**src/rtl/bike_pkg.sv**
```systemverilog
// Shared definitions for the bike computer datapath: divider arbiter states,
// the all-ones error quotient and the requester indices.
package bike_pkg;

  typedef enum logic [1:0] {
    IDLE   = 2'd0,
    LAUNCH = 2'd1,
    WAIT   = 2'd2,
    DONE   = 2'd3
  } arb_state_t;

  // Quotient returned on timeout or divide-by-zero; slice to the datapath width.
  localparam logic [63:0] DIV_ERR_RES = '1;

  localparam int REQ_SPEED = 0;
  localparam int REQ_AVG   = 1;

endpackage

```
**src/rtl/div_req_slot.sv**
```systemverilog
// One request slot of the divider arbiter: holds a pending flag with the
// captured operands and a sticky overrun flag for requests that arrive
// while the slot is still occupied.
module div_req_slot
  import bike_pkg::*;
#(
  parameter int WIDTH = 26
) (
  input  logic             clock,
  input  logic             reset_n,
  input  logic             req,
  input  logic             clear,
  input  logic [WIDTH-1:0] req_dividend,
  input  logic [WIDTH-1:0] req_divisor,
  output logic             pending,
  output logic [WIDTH-1:0] dividend,
  output logic [WIDTH-1:0] divisor,
  output logic             overrun
);

  // Capture a request into a free slot; a request arriving in the completing cycle wins over the clear.
  always_ff @(posedge clock) begin
    if (!reset_n) begin
      pending  <= 1'b0;
      dividend <= '0;
      divisor  <= '0;
      overrun  <= 1'b0;
    end else if (req && (!pending || clear)) begin
      pending  <= 1'b1;
      dividend <= req_dividend;
      divisor  <= req_divisor;
    end else begin
      if (req) begin
        overrun <= 1'b1;
      end
      if (clear) begin
        pending <= 1'b0;
      end
    end
  end

endmodule

```
**src/rtl/div_arbiter.sv**
```systemverilog
// Round-robin arbiter sharing one iterative divider between the speed and
// average-speed requesters. Launches the divider, waits for ready (with a
// timeout), and hands the quotient back with a one-cycle per-requester valid.
module div_arbiter
  import bike_pkg::*;
#(
  parameter int WIDTH   = 26,
  parameter int TIMEOUT = 64,
  parameter int TO_W    = 7
) (
  input  logic             clock,
  input  logic             reset_n,
  input  logic             en,
  input  logic             req0,
  input  logic [WIDTH-1:0] dividend0,
  input  logic [WIDTH-1:0] divisor0,
  input  logic             req1,
  input  logic [WIDTH-1:0] dividend1,
  input  logic [WIDTH-1:0] divisor1,
  output logic             div_en,
  output logic             div_select,
  output logic [WIDTH-1:0] div_dividend,
  output logic [WIDTH-1:0] div_divisor,
  input  logic             div_busy,
  input  logic             div_ready,
  input  logic [WIDTH-1:0] div_res,
  output logic [WIDTH-1:0] res,
  output logic             valid0,
  output logic             valid1,
  output logic             err,
  output logic [1:0]       overrun
);

  arb_state_t       state;
  arb_state_t       next_state;
  logic [1:0]       pending;
  logic [WIDTH-1:0] held_dividend0;
  logic [WIDTH-1:0] held_divisor0;
  logic [WIDTH-1:0] held_dividend1;
  logic [WIDTH-1:0] held_divisor1;
  logic             last_grant;
  logic [TO_W-1:0]  timeout_cnt;
  logic             winner;
  logic [WIDTH-1:0] win_dividend;
  logic [WIDTH-1:0] win_divisor;
  logic             start_grant;
  logic             timeout_hit;
  logic             unused_busy;

  // The divider's busy flag is informational; the FSM relies on ready and the timeout.
  assign unused_busy = div_busy;

  div_req_slot #(.WIDTH(WIDTH)) u_slot0 (
    .clock        (clock),
    .reset_n      (reset_n),
    .req          (req0),
    .clear        (valid0),
    .req_dividend (dividend0),
    .req_divisor  (divisor0),
    .pending      (pending[0]),
    .dividend     (held_dividend0),
    .divisor      (held_divisor0),
    .overrun      (overrun[0])
  );

  div_req_slot #(.WIDTH(WIDTH)) u_slot1 (
    .clock        (clock),
    .reset_n      (reset_n),
    .req          (req1),
    .clear        (valid1),
    .req_dividend (dividend1),
    .req_divisor  (divisor1),
    .pending      (pending[1]),
    .dividend     (held_dividend1),
    .divisor      (held_divisor1),
    .overrun      (overrun[1])
  );

  // Pick the winner: alternate on a tie, otherwise the only pending requester.
  always_comb begin
    winner = 1'b0;
    if (pending == 2'b11) begin
      winner = ~last_grant;
    end else if (pending[1]) begin
      winner = 1'b1;
    end
  end

  assign win_dividend = winner ? held_dividend1 : held_dividend0;
  assign win_divisor  = winner ? held_divisor1  : held_divisor0;
  assign start_grant  = (state == IDLE) && en && (pending != 2'b00);
  assign timeout_hit  = (timeout_cnt == TO_W'(TIMEOUT - 1));

  // State register.
  always_ff @(posedge clock) begin
    if (!reset_n) begin
      state <= IDLE;
    end else begin
      state <= next_state;
    end
  end

  // Next-state decode plus the one-cycle divider start and result valids.
  always_comb begin
    next_state = state;
    div_en     = 1'b0;
    valid0     = 1'b0;
    valid1     = 1'b0;
    case (state)
      IDLE: begin
        if (start_grant) begin
          next_state = (win_divisor == '0) ? DONE : LAUNCH;
        end
      end
      LAUNCH: begin
        div_en     = 1'b1;
        next_state = WAIT;
      end
      WAIT: begin
        if (div_ready || timeout_hit) begin
          next_state = DONE;
        end
      end
      DONE: begin
        valid0     = (div_select == 1'(REQ_SPEED));
        valid1     = (div_select == 1'(REQ_AVG));
        next_state = IDLE;
      end
      default: next_state = IDLE;
    endcase
  end

  // Datapath: latch the grant and operands, run the timeout, and hold the result until the next completion.
  always_ff @(posedge clock) begin
    if (!reset_n) begin
      div_select   <= 1'b0;
      div_dividend <= '0;
      div_divisor  <= '0;
      res          <= '0;
      err          <= 1'b0;
      last_grant   <= 1'b1;
      timeout_cnt  <= '0;
    end else begin
      case (state)
        IDLE: begin
          if (start_grant) begin
            div_select   <= winner;
            div_dividend <= win_dividend;
            div_divisor  <= win_divisor;
            if (win_divisor == '0) begin
              res <= DIV_ERR_RES[WIDTH-1:0];
              err <= 1'b1;
            end
          end
        end
        LAUNCH: begin
          timeout_cnt <= '0;
        end
        WAIT: begin
          if (div_ready) begin
            res <= div_res;
            err <= 1'b0;
          end else if (timeout_hit) begin
            res <= DIV_ERR_RES[WIDTH-1:0];
            err <= 1'b1;
          end else begin
            timeout_cnt <= timeout_cnt + TO_W'(1);
          end
        end
        DONE: begin
          last_grant <= div_select;
        end
        default: ;
      endcase
    end
  end

endmodule

```
**config.mk**
```make
export PLATFORM = sky130hd
export DESIGN_NAME = div_arbiter
export DESIGN_NICKNAME = d
export VERILOG_FILES = /design/src/rtl/bike_pkg.sv /design/src/rtl/div_req_slot.sv /design/src/rtl/div_arbiter.sv
export SDC_FILE = /design/constraint.sdc
export NUM_CORES = 1
export LEC_CHECK = 0
export CAP_MARGIN = 20
export CORE_ASPECT_RATIO = 0.75
export CORE_MARGIN = 3
export CORE_UTILIZATION = 52
export DETAILED_ROUTE_END_ITERATION = 8
export PLACE_DENSITY = 0.86
export SYNTH_ARGS = -nofsm -noshare
export SYNTH_HDL_FRONTEND = slang
export SYNTH_SLANG_ARGS = --single-unit
```
**constraint.sdc**
```tcl
create_clock -name clock -period 3.9 [get_ports clock]
set_input_delay 1.17 -clock clock [delete_from_list [all_inputs] [get_ports clock]]
set_output_delay 1.17 -clock clock [all_outputs]
set_load 0.01 [all_outputs]
```
==> metrics.md <==
| Metric | Value |
|---|---|
| Num CTS Buffers | 17 |
| Fillers | about 1.1k |
| DRT iter0 DRCs | about 520 |
| Post-route ant nets | 0 |
| 1st-pass router iterations | 6 |
| Power Density | 504 mW/mm² |
| Slew margin rel. | 0.485 |
| PortBufs | 220 |
| Register bit total from synthesis | 198 |
| Via count | 6,875 |
| Die H | 113 µm |
| Min-Delay Path Class | register to register |
| Slew @ Worst Pin | 772 ps |
| Clk pwr share | 0.338 |
| Pint | around 4000 µW |
| Largest net degree at the start of global routing | 81 |
| Post-synth EDFFs | 0 |
| Max-cap violations | 0 |
| Register area share after synthesis | 0.496 |
| Global Route Usage Sum | 0.251 |
| Cts repair resizes | 0 |
| Met1 wire length | 9530 µm |
| RSZ-0062 raised after global routing | false |
| Multi-input logic area | 0.00372 mm² |
| Critical Path Start Type | register |
| Setup TNS | 0 ps |
| Util after Layout | 0.743 |
| Sequential share of power | 0.432 |
| Horiz. Die Dim | 149 µm |
| Final Wtd Congestion | 0.829 |
| Highest metal layer with signal wires | met5 |
| Syn. warnings | 0 |
| Vias in the first global route | 6,558 |
| Leak | between 0.004 and 0.005 µW |
| Clk_skew | 8.06 ps |
| CTS Hold Bufs | 0 |
| Top cell type by total area after synthesis | dfxtp_1 |
| Die Footprint | about 0.017 mm² |
| WL met3 | 1990 µm |
| Final Cycle Share | 0.756 |
| Met2 WL | slightly below 10,000 µm |
| Layout Nets | 1,186 |
| Grt ovf | 0 |
| Final Critical Period | roughly 2900 ps |
| HPWL after detailed placement | approximately 15,000 µm |
| Max incr delay on CP | 540 ps |
| Top FF cell, synth | dfxtp_1 |
| Status | complete, no violations |
| CP max FO | 5 |
| Mean post-synth cell area | just over 9 µm² |
| Core area | 0.0147 mm² |
| Avg WL per Cell | about 17 µm |
| Post-Syn Nets | ~1k |
| Sw power | 1480 µW |
| Setup repair bufs after CTS | 0 |
| Critical Path RT | roughly 2700 ps |
| Clock sinks | 198 |
| Drt drc | 0 |
| Sequential cell area | ~0.004 mm² |
| # IOs | 222 |
| Crit path DAT | 1780 ps |
| Vias per inst | around 5.5 |
| Initial antenna violation count | 1 |
| Max clock buf depth | 2 |
| Top cells by area, synth | dfxtp_1 (50%), nand2_1 (13%), a21boi_0 (9.8%) |
| Worst-skew pair later-pin latency | 420 ps |
| CTS tree | built |
| Max-slew violations | 0 |
| H-tree levels | 4 |
| Synth Instances | between 800 and 900 |
| CTS clk-pin slew, worst paths | 70 ps |
| Post-synth ARST share | 0 |
| Net Sw Frac | 0.267 |
| Worst path cell trace | ha_1 > nand2_1 > inv_1 > clkdlybuf4s50_1 |
| Unique masters post-synth | 38 |
| Starting Density | 0.542 |
| Combinational Power Share | 0.230 |
| First-pass GRT wire length | 33,800 µm |
| Area delta synth->final | 37.1% |
| Worst path slowest cell | clkdlybuf4s50_1 |
| Hold Vio Cnt, Final | 0 |
| Setup violations, final | 0 |
| Root Buffer | clkbuf_16 |
| Top cell type's share of synthesized area | 0.496 |
| FP Rows | 38 |
| Synthesized area | roughly 0.0080 mm² |
| Crit Path Class | register to output port |
| Worst VDD drop | 0.292 mV |
| Drt total wl | 21,600 µm |
| Peak Freq | 339 MHz |
| Layout cells sized above 1 | 0.0483 |
| Critical Path End Type | output port |
## power groups by stage
stage	Sequential (µW)	Clock, µW	Combinational (µW)
final	2380	1870	1270
after global routing	2410	1990	1380
after CTS	2380	1900	1270
after detailed placement	2430	0	1260
after global placement	2420	0	1230
after floorplan	2460	0	616
## registers in the layout (all words and copies together), names as in the netlist
register / flops
u_slot1.divisor: 26
u_slot1.pending: 1
err: 1
u_slot0.divisor: 26
last_grant: 1
u_slot1.overrun: 1
u_slot0.overrun: 1
state: 2
timeout_cnt: 7
u_slot0.pending: 1
div_dividend: 26
div_divisor: 26
u_slot1.dividend: 26
div_select: 1
res: 26
u_slot0.dividend: 26
## placed cells by master, fill, tap and decap left out, types with 8 or more instances in the layout
cell | netlist | final
o211a_1 | 55 | 54
clkbuf_16 | 0 | 17
nor2_1 | 9 | 9
nand2_1 | 270 | 268
a21boi_0 | 104 | 104
o221a_1 | 26 | 26
clkdlybuf4s50_1 | 0 | 219
dfxtp_1 | 198 | 198
mux2i_1 | 54 | 54
nor4_1 | 8 | 8
buf_4 | 3 | 11
## metal layers
metal,global-route usage,vias up
met4,0.0616,2
met2,0.398,282
met3,0.0873,29
met1,0.330,3218
li1,-,3344
met5,0,-
## cells in the mapped netlist, drive strengths merged (4+ instances only)
cell type	count
nor2	9
inv	6
or4	4
clkbuf	55
a21oi	6
nor2b	6
dfxtp	198
nand2b	4
o211a	55
buf	14
nor3	4
a21boi	106
o221a	26
ha	6
mux2i	54
nand3	4
nand2	270
nor4	8
## kinds of logic (layout without fill, tap and decap cells)
kind of cell / Yosys count / after routing / synth area share
AOI/OAI and AO/OA: 206 / 206 / 0.222
xor gates and xnor gates: 3 / 3 / 0.00329
DFF: 198 / 198 / 0.496
other: 0 / 1 / 0
muxes: 54 / 54 / 0.0676
buffers and inverters: 75 / 271 / 0.0413
and+or+nand+nor: 317 / 317 / 0.161
adders and majority gates: 6 / 6 / 0.00940
## per-stage QoR
stage               hold slack, ps  std cells  instance area [µm²]  power [µW]  setup slack (ps)
floorplan                      438        859                 7990        3070              1580
global placement               449       1223                10300        3650               691
detailed placement             455       1224                10300        3690               876
CTS                            465       1255                11000        5560               955
global route                   480       1255                11000        5780               809
finish                         462       1256                11000        5520               953
## area by class of cell
class / count / area share
antenna: 1 / 0.000228
clock buffer: 24 / 0.0449
clock inverter: 7 / 0.0130
inverter: 6 / 0.00206
multi-input combinational: 586 / 0.340
sequential: 198 / 0.362
tap: 200 / 0.0228
timing repair buffer: 234 / 0.216
## worst paths after layout
kind | from | end | slack [ps] | depth (start not counted)
min | u_slot0.dividend[15] | u_slot0.dividend[15] | 460 | 2
min reg2reg | u_slot0.dividend[15] | u_slot0.dividend[15] | 460 | 2
max | state[0] | valid1 | 950 | 4
max reg2reg | u_slot0.divisor[19] | res[18] | 1180 | 7
## worst max-delay path: cells and delay by family, from the launching register on
family / cells / cell delay (ps)
adders and majority gates: 1 / 200
and+or+nand+nor: 1 / 150
DFF: 1 / 380
buffers and inverters: 2 / 630
No activity file was read; power rests on OpenSTA's default activity.
